## config.mk

```make
export PLATFORM = sky130hd
export DESIGN_NAME = layer4_out_packer
export DESIGN_NICKNAME = d
export VERILOG_FILES = /design/src/rtl/layer4_pkg.sv /design/src/rtl/stream_fifo2.sv /design/src/rtl/layer4_out_packer.sv
export SDC_FILE = /design/constraint.sdc
export NUM_CORES = 1
export LEC_CHECK = 0
export BUFFER_PORTS_ARGS = -buffer_cell sky130_fd_sc_hd__buf_2
export CAP_MARGIN = 10
export CORE_MARGIN = 2
export CORE_UTILIZATION = 59
export DETAILED_ROUTE_END_ITERATION = 8
export PLACE_DENSITY_LB_ADDON = 0.25
export SLEW_MARGIN = 20
export SYNTH_ARGS = -nofsm -noshare
export SYNTH_HDL_FRONTEND = slang
export SYNTH_SLANG_ARGS = --single-unit
```

## constraint.sdc

```tcl
create_clock -name ap_clk -period 2.85 [get_ports ap_clk]
set_input_delay 0.285 -clock ap_clk [delete_from_list [all_inputs] [get_ports ap_clk]]
set_output_delay 0.285 -clock ap_clk [all_outputs]
set_load 0.02 [all_outputs]
```

## src/rtl/layer4_pkg.sv

```systemverilog
// Shared constants and types for the Layer 4 output path.
// The DMA glue downstream of the packer reuses the widths and the word
// layout defined here, so they live in one place.
package layer4_pkg;

  // Stream geometry: 8-bit activations packed four to a 32-bit DMA word.
  localparam int BYTE_W = 8;
  localparam int WORD_W = 32;
  localparam int LANES  = WORD_W / BYTE_W;
  localparam int KEEP_W = LANES;
  localparam int LANE_W = $clog2(LANES);

  // One 56x56 feature map of Layer 4 output activations.
  localparam int L4_FRAME_BYTES = 3136;

  // Depth of the word buffer between the packer and the DMA.
  localparam int FIFO_DEPTH = 2;

  // One DMA beat as it sits in the output buffer.
  typedef struct packed {
    logic [WORD_W-1:0] data;
    logic [KEEP_W-1:0] keep;
    logic              last;
  } outWord_t;

  localparam int PAYLOAD_W = WORD_W + KEEP_W + 1;

  // Byte enables for a word whose highest written lane is 'lane'.
  // Lanes always fill from 0 upward, so the mask is contiguous from bit 0.
  function automatic logic [KEEP_W-1:0] keepUpTo(input logic [LANE_W-1:0] lane);
    logic [KEEP_W-1:0] mask;
    case (lane)
      2'd0:    mask = 4'b0001;
      2'd1:    mask = 4'b0011;
      2'd2:    mask = 4'b0111;
      default: mask = 4'b1111;
    endcase
    return mask;
  endfunction

endpackage

```

## src/rtl/stream_fifo2.sv

```systemverilog
// Two-entry register FIFO.
// slot0 is always the head and drives the consumer directly from a flop,
// so the head data and the valid flag are both registered. Pushing into a
// full FIFO without a simultaneous pop is ignored; the producer is expected
// to look at 'count' and never try.
module stream_fifo2 #(
  parameter int WIDTH = 37
) (
  input  logic             clock,
  input  logic             resetN,
  input  logic             pushEn,
  input  logic [WIDTH-1:0] pushData,
  input  logic             popEn,
  output logic [WIDTH-1:0] headData,
  output logic             headValid,
  output logic [1:0]       count
);

  logic [WIDTH-1:0] slot0;
  logic [WIDTH-1:0] slot1;
  logic [1:0]       countQ;
  logic             validQ;
  logic             pushOk;
  logic             popOk;
  logic [1:0]       countNext;

  // Qualify the requests against the current fill level and work out the new level.
  always_comb begin
    popOk     = popEn && (countQ != 2'd0);
    pushOk    = pushEn && ((countQ != 2'd2) || popOk);
    countNext = countQ + {1'b0, pushOk} - {1'b0, popOk};
  end

  // Move entries toward the head on a pop and land a push in the first free slot.
  always_ff @(posedge clock) begin
    if (!resetN) begin
      slot0  <= '0;
      slot1  <= '0;
      countQ <= 2'd0;
      validQ <= 1'b0;
    end else begin
      case ({pushOk, popOk})
        2'b10: begin
          if (countQ == 2'd0) begin
            slot0 <= pushData;
          end else begin
            slot1 <= pushData;
          end
        end
        2'b01: begin
          slot0 <= slot1;
        end
        2'b11: begin
          if (countQ == 2'd1) begin
            slot0 <= pushData;
          end else begin
            slot0 <= slot1;
            slot1 <= pushData;
          end
        end
        default: begin
        end
      endcase
      countQ <= countNext;
      validQ <= (countNext != 2'd0);
    end
  end

  assign headData  = slot0;
  assign headValid = validQ;
  assign count     = countQ;

endmodule

```

## src/rtl/layer4_out_packer.sv

```systemverilog
// Layer 4 output packer.
// Collects the post-ReLU byte stream little-endian into 32-bit words and
// hands them to the output DMA through a two-word buffer. Each feature-map
// frame ends on its own word: a short tail word carries a partial TKEEP and
// TLAST, and the next frame always restarts in lane 0.
module layer4_out_packer
  import layer4_pkg::*;
#(
  parameter int FRAME_BYTES = L4_FRAME_BYTES
) (
  input  logic              ap_clk,
  input  logic              ap_rst_n,
  input  logic [BYTE_W-1:0] reluRes_V_V_TDATA,
  input  logic              reluRes_V_V_TVALID,
  output logic              reluRes_V_V_TREADY,
  output logic [WORD_W-1:0] OutDMA_V_TDATA,
  output logic [KEEP_W-1:0] OutDMA_V_TKEEP,
  output logic              OutDMA_V_TLAST,
  output logic              OutDMA_V_TVALID,
  input  logic              OutDMA_V_TREADY,
  output logic [15:0]       frame_cnt
);

  localparam logic [15:0]       LAST_IDX  = 16'(FRAME_BYTES - 1);
  localparam logic [LANE_W-1:0] LAST_LANE = LANE_W'(LANES - 1);

  logic [LANE_W-1:0]    laneIdx;
  logic [15:0]          byteCnt;
  logic [WORD_W-1:0]    packData;
  logic [WORD_W-1:0]    wordNext;
  logic [15:0]          frameCntQ;

  logic                 inReady;
  logic                 byteAccept;
  logic                 lastByte;
  logic                 wordDone;
  outWord_t             pushWord;

  logic [PAYLOAD_W-1:0] fifoHead;
  logic                 fifoValid;
  logic [1:0]           fifoCount;
  logic                 wordPop;
  outWord_t             headWord;

  // Input handshake: ready whenever there is room for a word, so a byte
  // that completes a word always has a slot to land in.
  always_comb begin
    inReady    = ap_rst_n && (fifoCount < 2'(FIFO_DEPTH));
    byteAccept = reluRes_V_V_TVALID && inReady;
    lastByte   = (byteCnt == LAST_IDX);
    wordDone   = byteAccept && ((laneIdx == LAST_LANE) || lastByte);
  end

  // Merge the incoming byte into the pack register to form the candidate word.
  always_comb begin
    wordNext = packData;
    wordNext[{laneIdx, 3'b000} +: BYTE_W] = reluRes_V_V_TDATA;
    pushWord.data = wordNext;
    pushWord.keep = keepUpTo(laneIdx);
    pushWord.last = lastByte;
  end

  // Lane and frame position tracking; a finished word clears the pack
  // register so unwritten lanes of the next short word read as zero.
  always_ff @(posedge ap_clk) begin
    if (!ap_rst_n) begin
      laneIdx  <= '0;
      byteCnt  <= 16'd0;
      packData <= '0;
    end else if (byteAccept) begin
      if (wordDone) begin
        laneIdx  <= '0;
        packData <= '0;
      end else begin
        laneIdx  <= laneIdx + LANE_W'(1);
        packData <= wordNext;
      end
      if (lastByte) begin
        byteCnt <= 16'd0;
      end else begin
        byteCnt <= byteCnt + 16'd1;
      end
    end
  end

  stream_fifo2 #(
    .WIDTH (PAYLOAD_W)
  ) wordFifo (
    .clock     (ap_clk),
    .resetN    (ap_rst_n),
    .pushEn    (wordDone),
    .pushData  (pushWord),
    .popEn     (wordPop),
    .headData  (fifoHead),
    .headValid (fifoValid),
    .count     (fifoCount)
  );

  // Decode the buffer head and detect the DMA taking it.
  always_comb begin
    headWord = outWord_t'(fifoHead);
    wordPop  = fifoValid && OutDMA_V_TREADY;
  end

  // Count frames as their last word leaves toward the DMA.
  always_ff @(posedge ap_clk) begin
    if (!ap_rst_n) begin
      frameCntQ <= 16'd0;
    end else if (wordPop && headWord.last) begin
      frameCntQ <= frameCntQ + 16'd1;
    end
  end

  assign reluRes_V_V_TREADY = inReady;
  assign OutDMA_V_TDATA     = headWord.data;
  assign OutDMA_V_TKEEP     = headWord.keep;
  assign OutDMA_V_TLAST     = headWord.last;
  assign OutDMA_V_TVALID    = fifoValid;
  assign frame_cnt          = frameCntQ;

endmodule

```

==> results of run 1 <==
-- layout by cell type (no fill, tap or decap), drive strengths merged, types with 12 or more instances in the layout --
master  instances
nand4          14
nor2           23
o31ai          24
nor2b          31
nand3          41
and3           15
nand2          84
buf            79
a21oi          26
dfxtp         143
xnor2          12
xor2           16
clkbuf         27
o21ai          40
and2           37
a32o           32
or2            32
-- worst paths after layout --
path,start,to,slack (ns)
max,byteCnt[0],wordFifo.slot1[27],0.39
min,OutDMA_V_TREADY,frame_cnt[2],0.15
max reg2reg,byteCnt[0],wordFifo.slot1[27],0.39
min reg2reg,wordFifo.headData[1],wordFifo.headData[1],0.45
-- final cells by class --
cell class,instances,area [um2],area share [%]
sequential,143,2860,38.5
inverter,11,41.3,0.555
multi-input combinational,500,3320,44.7
clock inverter,5,128,1.72
tap,140,175,2.35
timing repair buffer,79,438,5.89
clock buffer,27,472,6.34
-- flip-flops by register name (all words and copies together) (netlist names) --
signal / flops
wordFifo.headValid: 1
byteCnt: 16
packData: 32
wordFifo.slot1: 37
laneIdx: 2
wordFifo.count: 2
frame_cnt: 16
wordFifo.headData: 37
-- through the flow --
stage,worst slack (ns),setup TNS (ns)
2_1_floorplan,0.779,0
3_3_place_gp,-0.0805,-0.490
3_5_place_dp,0.192,0
4_1_cts,0.180,0
5_1_grt,0.286,0
6_report,0.393,0
-- cells by family (layout without fill, tap and decap cells) --
kind of cell / Yosys count / after routing / share of synthesized area (%)
AND/OR/NAND/NOR: 307 / 307 / 26.0
AO/OA/AOI/OAI: 153 / 153 / 18.8
flip-flops: 143 / 143 / 44.0
buffers and inverters: 60 / 122 / 5.20
multiplexers: 2 / 2 / 0.308
adder cells (fa/ha/maj): 10 / 10 / 1.92
XOR/XNOR: 28 / 28 / 3.77
-- power by group through the flow --
stage / logic [W] / clock network [W] / registers, W
5_1_grt: 0.000188 / 0.00239 / 0.00202
3_3_place_gp: 0.000161 / 0 / 0.00206
3_5_place_dp: 0.000169 / 0 / 0.00206
6_report: 0.000173 / 0.00228 / 0.00202
4_1_cts: 0.000172 / 0.00230 / 0.00202
2_1_floorplan: 0.000117 / 0 / 0.00206
-- worst max-delay path, delay by kind of cell, from the launching register on --
kind,cells,cell delay (ns)
AOI/OAI and AO/OA,2,0.35
adders and majority gates,1,0.21
buffers and inverters,1,0.24
DFF,1,0.39
and+or+nand+nor,3,1.10
-- repair_timing --
| action | in CTS | in global routing |
|---|---|---|
| endpoints found under the setup margin | 0 | 4 |
| hold buffers | 0 | 0 |
| gates resized for setup | 0 | 1 |
| hold endpoints to repair | 0 | 0 |
-- per-layer routing --
metal	share of wire, %	track usage [%]	vias to the layer above
met5	0	0	-
met4	2.1	11.8	0
met3	5.2	5.98	31
met2	49	43.6	149
met1	44	33.2	2566
li1	-	-	2591
==> impl_metrics.env, run 1 <==
export IMPL_finish_instance_area_um2=7440
export IMPL_totalWireLength_um=14900
export IMPL_status="complete, no violations"
export IMPL_synth_edff_count=0
export IMPL_netlist_area_um2=6500
export IMPL_htreeDepth=4
export IMPL_grt_pass1_wl_um=24600
export IMPL_synth_area_leaders="dfxtp_1 (44%), a32o_1 (4.9%), nand2_1 (4.8%), o21ai_2 (4.2%), and2_1 (3.6%)"
export IMPL_hpwl_um=9690
export IMPL_root_buffer="clkbuf_8"
export IMPL_netlist_top_cells_count="dfxtp_1 (143), nand2_1 (84), nand3_1 (38)"
export IMPL_nNetsFinal=774
export IMPL_dr_pass1_iters=5
export IMPL_synth_seq_area_share_pct=44.0
export IMPL_layout_min_cycle_time_ns=2.46
export IMPL_clkSlewWorstSetupHoldPaths_ns=0.06
export IMPL_io_buffers=66
export IMPL_cp_required_ns=3.27
export IMPL_max_slew_worst_pin_slew_ns=0.771
export IMPL_grt_util_all_layers_pct=26.5
export IMPL_worstPathCellList="ha_1 > and4_1 > a41oi_2 > or3_2 > buf_12 > nand3_1 > o21ai_2"
export IMPL_p_per_area_nw_per_um2=600
export IMPL_dr_total_vias=5337
export IMPL_num_fill_cells=871
export IMPL_grt_pass1_vias=5059
export IMPL_clk_path_buf_depth=2
export IMPL_worst_ep_arrival_time_ns=2.88
export IMPL_p_leak_nw=3.16
export IMPL_cpPeakStageDelay_ns=0.65
export IMPL_synth_most_common_cell="dfxtp_1"
export IMPL_final_period_utilization_pct=86.2
export IMPL_r2r_cells=7
export IMPL_antenna_left=0
export IMPL_hold_slack_ns=0.146
export IMPL_relSlewSlack_pct=48.2
export IMPL_rows=38
export IMPL_synth_top_area_cell="dfxtp_1"
export IMPL_hold_depth=4
export IMPL_criticalPathCategory="reg -> reg"
export IMPL_synthesis_nets=725
export IMPL_async_flop_share_pct=0
export IMPL_finalNonFillerCells=905
export IMPL_cts_buffers=17
export IMPL_timing_fmax_ghz=0.407
export IMPL_synth_warning_count=0
export IMPL_drt_vias_per_instance=5.90
export IMPL_finalPower_w=0.00447
export IMPL_synthCells=703
export IMPL_antenna_found_initial=0
export IMPL_core_um2=10800
export IMPL_synth_seq_cells=143
export IMPL_dieArea_um2=11900
export IMPL_hold_violations=0
export IMPL_finalSetupViolCount=0
export IMPL_die_height_um=109
export IMPL_start_util_pct=60.2
export IMPL_drc=0
export IMPL_drt_initial_drc_count=413
export IMPL_ir_worst_vdd_v=0.000426
export IMPL_gp_congestion=0.819
export IMPL_area_delta_synth_final_pct=14.4
export IMPL_die_w_um=109
export IMPL_insertion_delay_ns=0.54
export IMPL_grt_setup_unrepaired="false"
export IMPL_grt_max_degree=65
export IMPL_crit_fanout=55
export IMPL_avgSynthCellArea_um2=9.25
export IMPL_worst_setup_path_end_kind="flop"
export IMPL_power_share_clock_pct=51.0
export IMPL_ys_flop_type="dfxtp_1"
export IMPL_hp_class="in -> reg"
export IMPL_cts_sinks=143
export IMPL_p_int_w=0.00353
export IMPL_grt_overflow_total=0
export IMPL_utilization_pct=68.9
export IMPL_switchingPower_w=0.000939
export IMPL_pwr_share_seq_pct=45.1
export IMPL_wl_per_cell_um=16.5
export IMPL_slowest_stage="or3_2"
export IMPL_cts_setup_buffers=0
export IMPL_ys_types=56
export IMPL_layout_drive_gt1_share_pct=21.8
export IMPL_synth_top_area_share_pct=44.0
export IMPL_dp_cells=873
export IMPL_placed_area_um2=6840
export IMPL_cts_tree="done"
export IMPL_finalMaxSlewViolations=0
export IMPL_p_sw_share_pct=21.0
export IMPL_start_kind="flop"
export IMPL_n_antenna_cell=0
export IMPL_io_pins=67
export IMPL_max_cap_viol_count=0
export IMPL_combPwrFrac_pct=3.9
export IMPL_fin_skew_ns=0.00954
No activity file was read; power rests on OpenSTA's default activity.
==> run 2: changes to the inputs <==
--- a/config.mk
+++ b/config.mk
@@ -10,6 +10,7 @@
 export CORE_MARGIN = 2
 export CORE_UTILIZATION = 59
 export DETAILED_ROUTE_END_ITERATION = 8
+export GPL_TIMING_DRIVEN = 0
 export PLACE_DENSITY_LB_ADDON = 0.25
 export SLEW_MARGIN = 20
 export SYNTH_ARGS = -nofsm -noshare
==> run 2 against run 1 <==
  * Clock power down 5%
  * Register-to-register slack about the same
  * Fmax down 0.54%
  * First-iteration DRC count increased by 16%
  * Largest cell class unchanged
==> impl_metrics.env, run 2 (same netlist as run 1, synthesis figures left out) <==
export IMPL_status="complete, no violations"
export IMPL_cts_buffers=17
export IMPL_criticalPathCategory="reg -> reg"
export IMPL_die_w_um=109
export IMPL_hp_class="in -> reg"
export IMPL_regArea_um2=2860
export IMPL_htreeDepth=4
export IMPL_p_per_area_nw_per_um2=575
export IMPL_wl_per_cell_um=16.7
export IMPL_crit_fanout=10
export IMPL_grt_pass1_wl_um=25700
export IMPL_n_antenna_cell=0
export IMPL_max_cap_viol_count=0
export IMPL_clk_path_buf_depth=2
export IMPL_cts_tree="done"
export IMPL_worst_ep_arrival_time_ns=2.95
export IMPL_rows=38
export IMPL_nNetsFinal=810
export IMPL_path_depth=6
export IMPL_core_um2=10800
export IMPL_drt_vias_per_instance=5.89
export IMPL_p_leak_nw=3.25
export IMPL_dr_pass1_iters=5
export IMPL_fin_skew_ns=0.00635
export IMPL_grt_max_degree=17
export IMPL_start_util_pct=60.2
export IMPL_io_pins=67
export IMPL_timing_fmax_ghz=0.405
export IMPL_dr_total_vias=5539
export IMPL_r2r_start="laneIdx[0]"
export IMPL_io_buffers=66
export IMPL_final_cell_mix="dfxtp_1 (143), nand2_1 (84), buf_2 (78), nand3_1 (38), and2_1 (37)"
export IMPL_cpPeakStageDelay_ns=0.70
export IMPL_max_slew_worst_pin_slew_ns=0.801
export IMPL_worstPathCellList="ha_1 > clkinv_1 > nor4_2 > a22oi_1 > nand2_1 > a32o_1"
export IMPL_grt_util_all_layers_pct=27.9
export IMPL_cp_required_ns=3.33
export IMPL_die_height_um=109
export IMPL_antenna_found_initial=0
export IMPL_place_ws_ns=0.209
export IMPL_finalSetupViolCount=0
export IMPL_drt_initial_drc_count=480
export IMPL_relSlewSlack_pct=45.8
export IMPL_setup_slack_ns=0.380
export IMPL_hold_buffers=0
export IMPL_area_delta_synth_final_pct=16.7
export IMPL_cp_startpoint="laneIdx[0]"
export IMPL_multi_input_area_um2=3310
export IMPL_insertion_delay_ns=0.54
export IMPL_num_fill_cells=823
export IMPL_dieArea_um2=11900
export IMPL_fin_tns_setup_ns=0
export IMPL_ir_worst_vdd_v=0.000402
export IMPL_grt_overflow_total=0
export IMPL_grt_pass1_vias=5387
export IMPL_drc=0
export IMPL_clkSlewWorstSetupHoldPaths_ns=0.06
export IMPL_finalMaxSlewViolations=0
export IMPL_r2r_cells=6
export IMPL_final_common_cell="dfxtp_1"
export IMPL_totalWireLength_um=15700
export IMPL_final_period_utilization_pct=86.7
export IMPL_hold_violations=0
export IMPL_finalPower_w=0.00436
export IMPL_finish_instance_area_um2=7590
export IMPL_placed_area_um2=7010
export IMPL_cts_sinks=143
export IMPL_layout_drive_gt1_share_pct=22.8
export IMPL_utilization_pct=70.3
export IMPL_start_kind="flop"
export IMPL_rr_endpoint="wordFifo.headData[30]"
export IMPL_root_buffer="clkbuf_8"
export IMPL_hpwl_um=11000
export IMPL_crit_end="wordFifo.headData[30]"
export IMPL_worst_setup_path_end_kind="flop"
export IMPL_crit_buf_inv=1
export IMPL_gp_congestion=0.855
export IMPL_slowest_stage="nor4_2"
export IMPL_r2r_slack_ns=0.38
export IMPL_crit_family="simple AND/OR/NAND/NOR gates"
export IMPL_layout_min_cycle_time_ns=2.47
export IMPL_grt_setup_unrepaired="false"
export IMPL_antenna_left=0
==> run 2: changes by cell type in the layout (fill, tap and decap cells not counted), moves of 2 or more <==
cell	change
clkinv_2	+4
buf_4	-7
clkbuf_8	+3
buf_6	+11
clkbuf_1	+16
buf_2	+11
bufinv_16	-2
==> run 2: worst min-delay path by stage <==
| stage | slack (ns) | from | end | depth (start not counted) |
|---|---|---|---|---|
| 6_report | 0.18 | reluRes_V_V_TDATA[7] | wordFifo.slot1[20] | 3 |
| 3_3_place_gp | 0.43 | wordFifo.headData[1] | wordFifo.headData[1] | 2 |
| 3_5_place_dp | 0.45 | wordFifo.slot1[20] | wordFifo.slot1[20] | 2 |
| 4_1_cts | 0.17 | OutDMA_V_TREADY | frame_cnt[2] | 4 |
| 5_1_grt | 0.20 | reluRes_V_V_TDATA[7] | wordFifo.slot1[28] | 3 |
| 2_1_floorplan | 0.43 | wordFifo.slot1[20] | wordFifo.slot1[20] | 2 |
==> run 2: timing repair <==
item,in CTS,in global routing
buffers inserted,0,0
setup endpoints to repair,0,8
resized for setup,0,1
==> run 2: report_power, final <==
| part | switching [W] | total [W] | internal, W |
|---|---|---|---|
| clock network | 0.000807 | 0.00216 | 0.00135 |
| logic | 0.000131 | 0.000184 | 0.0000530 |
| registers | 0.00000797 | 0.00202 | 0.00201 |
| total | 0.000946 | 0.00436 | 0.00341 |
==> run 2: layout make-up <==
class / instances / area share, %
multi-input cells: 500 / 43.6
flip-flops and latches: 143 / 37.7
clock buffers: 25 / 6.51
repair buffers: 66 / 4.35
plain buffers: 49 / 3.91
well taps: 140 / 2.31
clock inverters: 6 / 1.06
inverters: 11 / 0.544
==> run 2: layer usage <==
| layer | routed length, um | global-route usage (%) | up-vias | part of all wire [%] |
|---|---|---|---|---|
| li1 | - | - | 2664 | - |
| met1 | 6870 | 36.3 | 2645 | 44 |
| met2 | 7500 | 44.5 | 199 | 48 |
| met3 | 986 | 5.68 | 31 | 6.3 |
| met4 | 316 | 12.7 | 0 | 2.0 |
| met5 | 0 | 0 | - | 0 |
==> run 2: worst reg2reg max path, delay by kind of cell (launching register included) <==
kind,cells,cell delay (ns)
AO/OA/AOI/OAI,2,0.45
AND/OR/NAND/NOR,2,0.85
flip-flops,1,0.46
buffers and inverters,1,0.34
adder cells (fa/ha/maj),1,0.32
==> run 2: through the flow <==
step	cells	hold WS [ns]
after floorplan	703	0.434
after global placement	909	0.435
after detailed placement	909	0.448
after CTS	940	0.170
after global routing	940	0.202
final	940	0.180
==> run 3: changes to the inputs <==
--- a/config.mk
+++ b/config.mk
@@ -8,7 +8,7 @@
 export BUFFER_PORTS_ARGS = -buffer_cell sky130_fd_sc_hd__buf_2
 export CAP_MARGIN = 10
 export CORE_MARGIN = 2
-export CORE_UTILIZATION = 59
+export CORE_UTILIZATION = 40
 export DETAILED_ROUTE_END_ITERATION = 8
 export GPL_TIMING_DRIVEN = 0
 export PLACE_DENSITY_LB_ADDON = 0.25
==> run 3 against run 2 <==
  * Non-clock buffer count is the same
  * Register-to-register slack gained 0.02 ns
  * Via count shrank 1.7%
  * Critical path depth is the same
  * Highest routed layer unchanged
  * Sequential power is essentially flat
  * First-iteration DRC count shrank 34%
  * Global-route usage shrank 8.3 points
  * Sequential cell count is the same
  * Sequential share of layout area shrank 0.49 points
  * Utilization shrank 22 points
==> impl_metrics.env, run 3 (same netlist as run 1, synthesis figures left out) <==
export IMPL_io_pins=67
export IMPL_criticalPathCategory="reg -> reg"
export IMPL_finalNonFillerCells=1016
export IMPL_finalMaxSlewViolations=0
export IMPL_status="complete, no violations"
export IMPL_antenna_found_initial=0
export IMPL_num_fill_cells=1526
export IMPL_htreeDepth=4
export IMPL_final_period_utilization_pct=86.0
export IMPL_clk_path_buf_depth=2
export IMPL_switchingPower_w=0.000983
export IMPL_io_buffers=66
export IMPL_p_int_w=0.00343
export IMPL_nNetsFinal=810
export IMPL_dp_cells=985
export IMPL_ir_worst_vdd_v=0.000427
export IMPL_drc=0
export IMPL_cp_required_ns=3.22
export IMPL_multi_input_area_um2=3310
export IMPL_clkSlewWorstSetupHoldPaths_ns=0.06
export IMPL_area_delta_synth_final_pct=18.2
export IMPL_p_sw_share_pct=22.3
export IMPL_cts_buffers=17
export IMPL_worstPathCellList="ha_1 > clkinv_1 > nor4_2 > a22oi_1 > nand2_1 > a32o_1"
export IMPL_fin_skew_ns=0.00406
export IMPL_wl_per_cell_um=16.1
export IMPL_finalPower_w=0.00441
export IMPL_worst_setup_path_end_kind="flop"
export IMPL_grt_util_all_layers_pct=19.6
export IMPL_crit_fanout=10
export IMPL_fin_tns_setup_ns=0
export IMPL_hold_violations=0
export IMPL_antenna_left=0
export IMPL_drt_initial_drc_count=319
export IMPL_worst_ep_arrival_time_ns=2.82
export IMPL_pwr_share_seq_pct=45.7
export IMPL_layout_drive_gt1_share_pct=22.8
export IMPL_hpwl_um=11800
export IMPL_dr_total_vias=5445
export IMPL_grt_pass1_vias=5424
export IMPL_final_common_cell="dfxtp_1"
export IMPL_insertion_delay_ns=0.42
export IMPL_totalWireLength_um=16400
export IMPL_power_share_clock_pct=50.0
export IMPL_utilization_pct=48.4
export IMPL_grt_max_degree=17
export IMPL_die_w_um=132
export IMPL_rows=46
export IMPL_start_kind="flop"
export IMPL_cpPeakStageDelay_ns=0.72
export IMPL_dr_pass1_iters=4
export IMPL_regArea_um2=2860
export IMPL_dieArea_um2=17300
export IMPL_relSlewSlack_pct=49.3
export IMPL_n_antenna_cell=0
export IMPL_grt_setup_unrepaired="false"
export IMPL_drt_vias_per_instance=5.36
export IMPL_grt_pass1_wl_um=27100
export IMPL_max_cap_viol_count=0
export IMPL_cts_sinks=143
export IMPL_finish_instance_area_um2=7690
export IMPL_root_buffer="clkbuf_16"
export IMPL_final_cell_mix="dfxtp_1 (143), nand2_1 (84), buf_2 (78), nand3_1 (38), and2_1 (37)"
export IMPL_timing_fmax_ghz=0.408
export IMPL_core_um2=15900
export IMPL_cts_setup_buffers=0
export IMPL_start_util_pct=40.9
export IMPL_cts_tree="done"
export IMPL_placed_area_um2=7100
export IMPL_grt_overflow_total=0
export IMPL_combPwrFrac_pct=4.3
export IMPL_finalSetupViolCount=0
export IMPL_layout_min_cycle_time_ns=2.45
export IMPL_die_height_um=132
export IMPL_p_leak_nw=3.24
export IMPL_hp_class="in -> reg"
export IMPL_gp_congestion=0.900
export IMPL_p_per_area_nw_per_um2=574
export IMPL_max_slew_worst_pin_slew_ns=0.751
export IMPL_slowest_stage="nor4_2"
==> run 3: cell types whose count changed in the layout (fill, tap and decap cells not counted), sizes merged <==
| cell | delta |
|---|---|
| inv | +1 |
| bufinv | +1 |
| clkinvlp | +3 |
| clkbuf | -5 |
==> run 3: path summary, 6_finish.rpt <==
| kind | from | endpoint | slack (ns) | cells after the start |
|---|---|---|---|---|
| hold / removal | OutDMA_V_TREADY | frame_cnt[2] | 0.28 | 4 |
| setup / recovery | laneIdx[0] | wordFifo.headData[30] | 0.40 | 6 |
| hold reg to reg | wordFifo.slot1[1] | wordFifo.slot1[1] | 0.46 | 1 |
| setup reg to reg | laneIdx[0] | wordFifo.headData[30] | 0.40 | 6 |
==> run 3: cell type report <==
class / instances / area share [%]
inverters: 11 / 0.537
well taps: 216 / 3.52
clock inverters: 11 / 1.84
plain buffers: 49 / 3.86
flip-flops and latches: 143 / 37.2
multi-input cells: 500 / 43.0
repair buffers: 66 / 4.30
clock buffers: 20 / 5.68
==> run 3: what timing repair did <==
action	4_1_cts	5_1_grt
endpoints found under the setup margin	0	9
hold buffers	0	0
resized for setup	0	1
==> run 3: power by group through the flow <==
stage / combinational, W / sequential (W) / clock, W
6_report: 0.000189 / 0.00202 / 0.00220
5_1_grt: 0.000207 / 0.00202 / 0.00234
4_1_cts: 0.000187 / 0.00202 / 0.00225
3_5_place_dp: 0.000187 / 0.00206 / 0
3_3_place_gp: 0.000182 / 0.00206 / 0
2_1_floorplan: 0.000117 / 0.00206 / 0
==> run 3: through the flow <==
| step | hold WS, ns | worst slack (ns) |
|---|---|---|
| 6_report | 0.276 | 0.399 |
| 5_1_grt | 0.324 | 0.216 |
| 4_1_cts | 0.268 | 0.175 |
| 3_5_place_dp | 0.447 | 0.190 |
| 3_3_place_gp | 0.443 | 0.323 |
| 2_1_floorplan | 0.434 | 0.779 |
==> run 3: worst max-delay path, delay by kind of cell, from the launching register on <==
family | cells | cell delay, ns
simple gates | 2 | 0.86
flops | 1 | 0.47
compound gates | 2 | 0.40
buf+inv | 1 | 0.34
fa+ha+maj | 1 | 0.33
==> run 3: routing by layer <==
layer	wire length, um	GRT usage [%]	up-vias
met5	0	0	-
met4	408	8.82	0
met3	757	4.75	37
met2	7730	32.6	145
met1	7480	24.1	2591
li1	-	-	2672
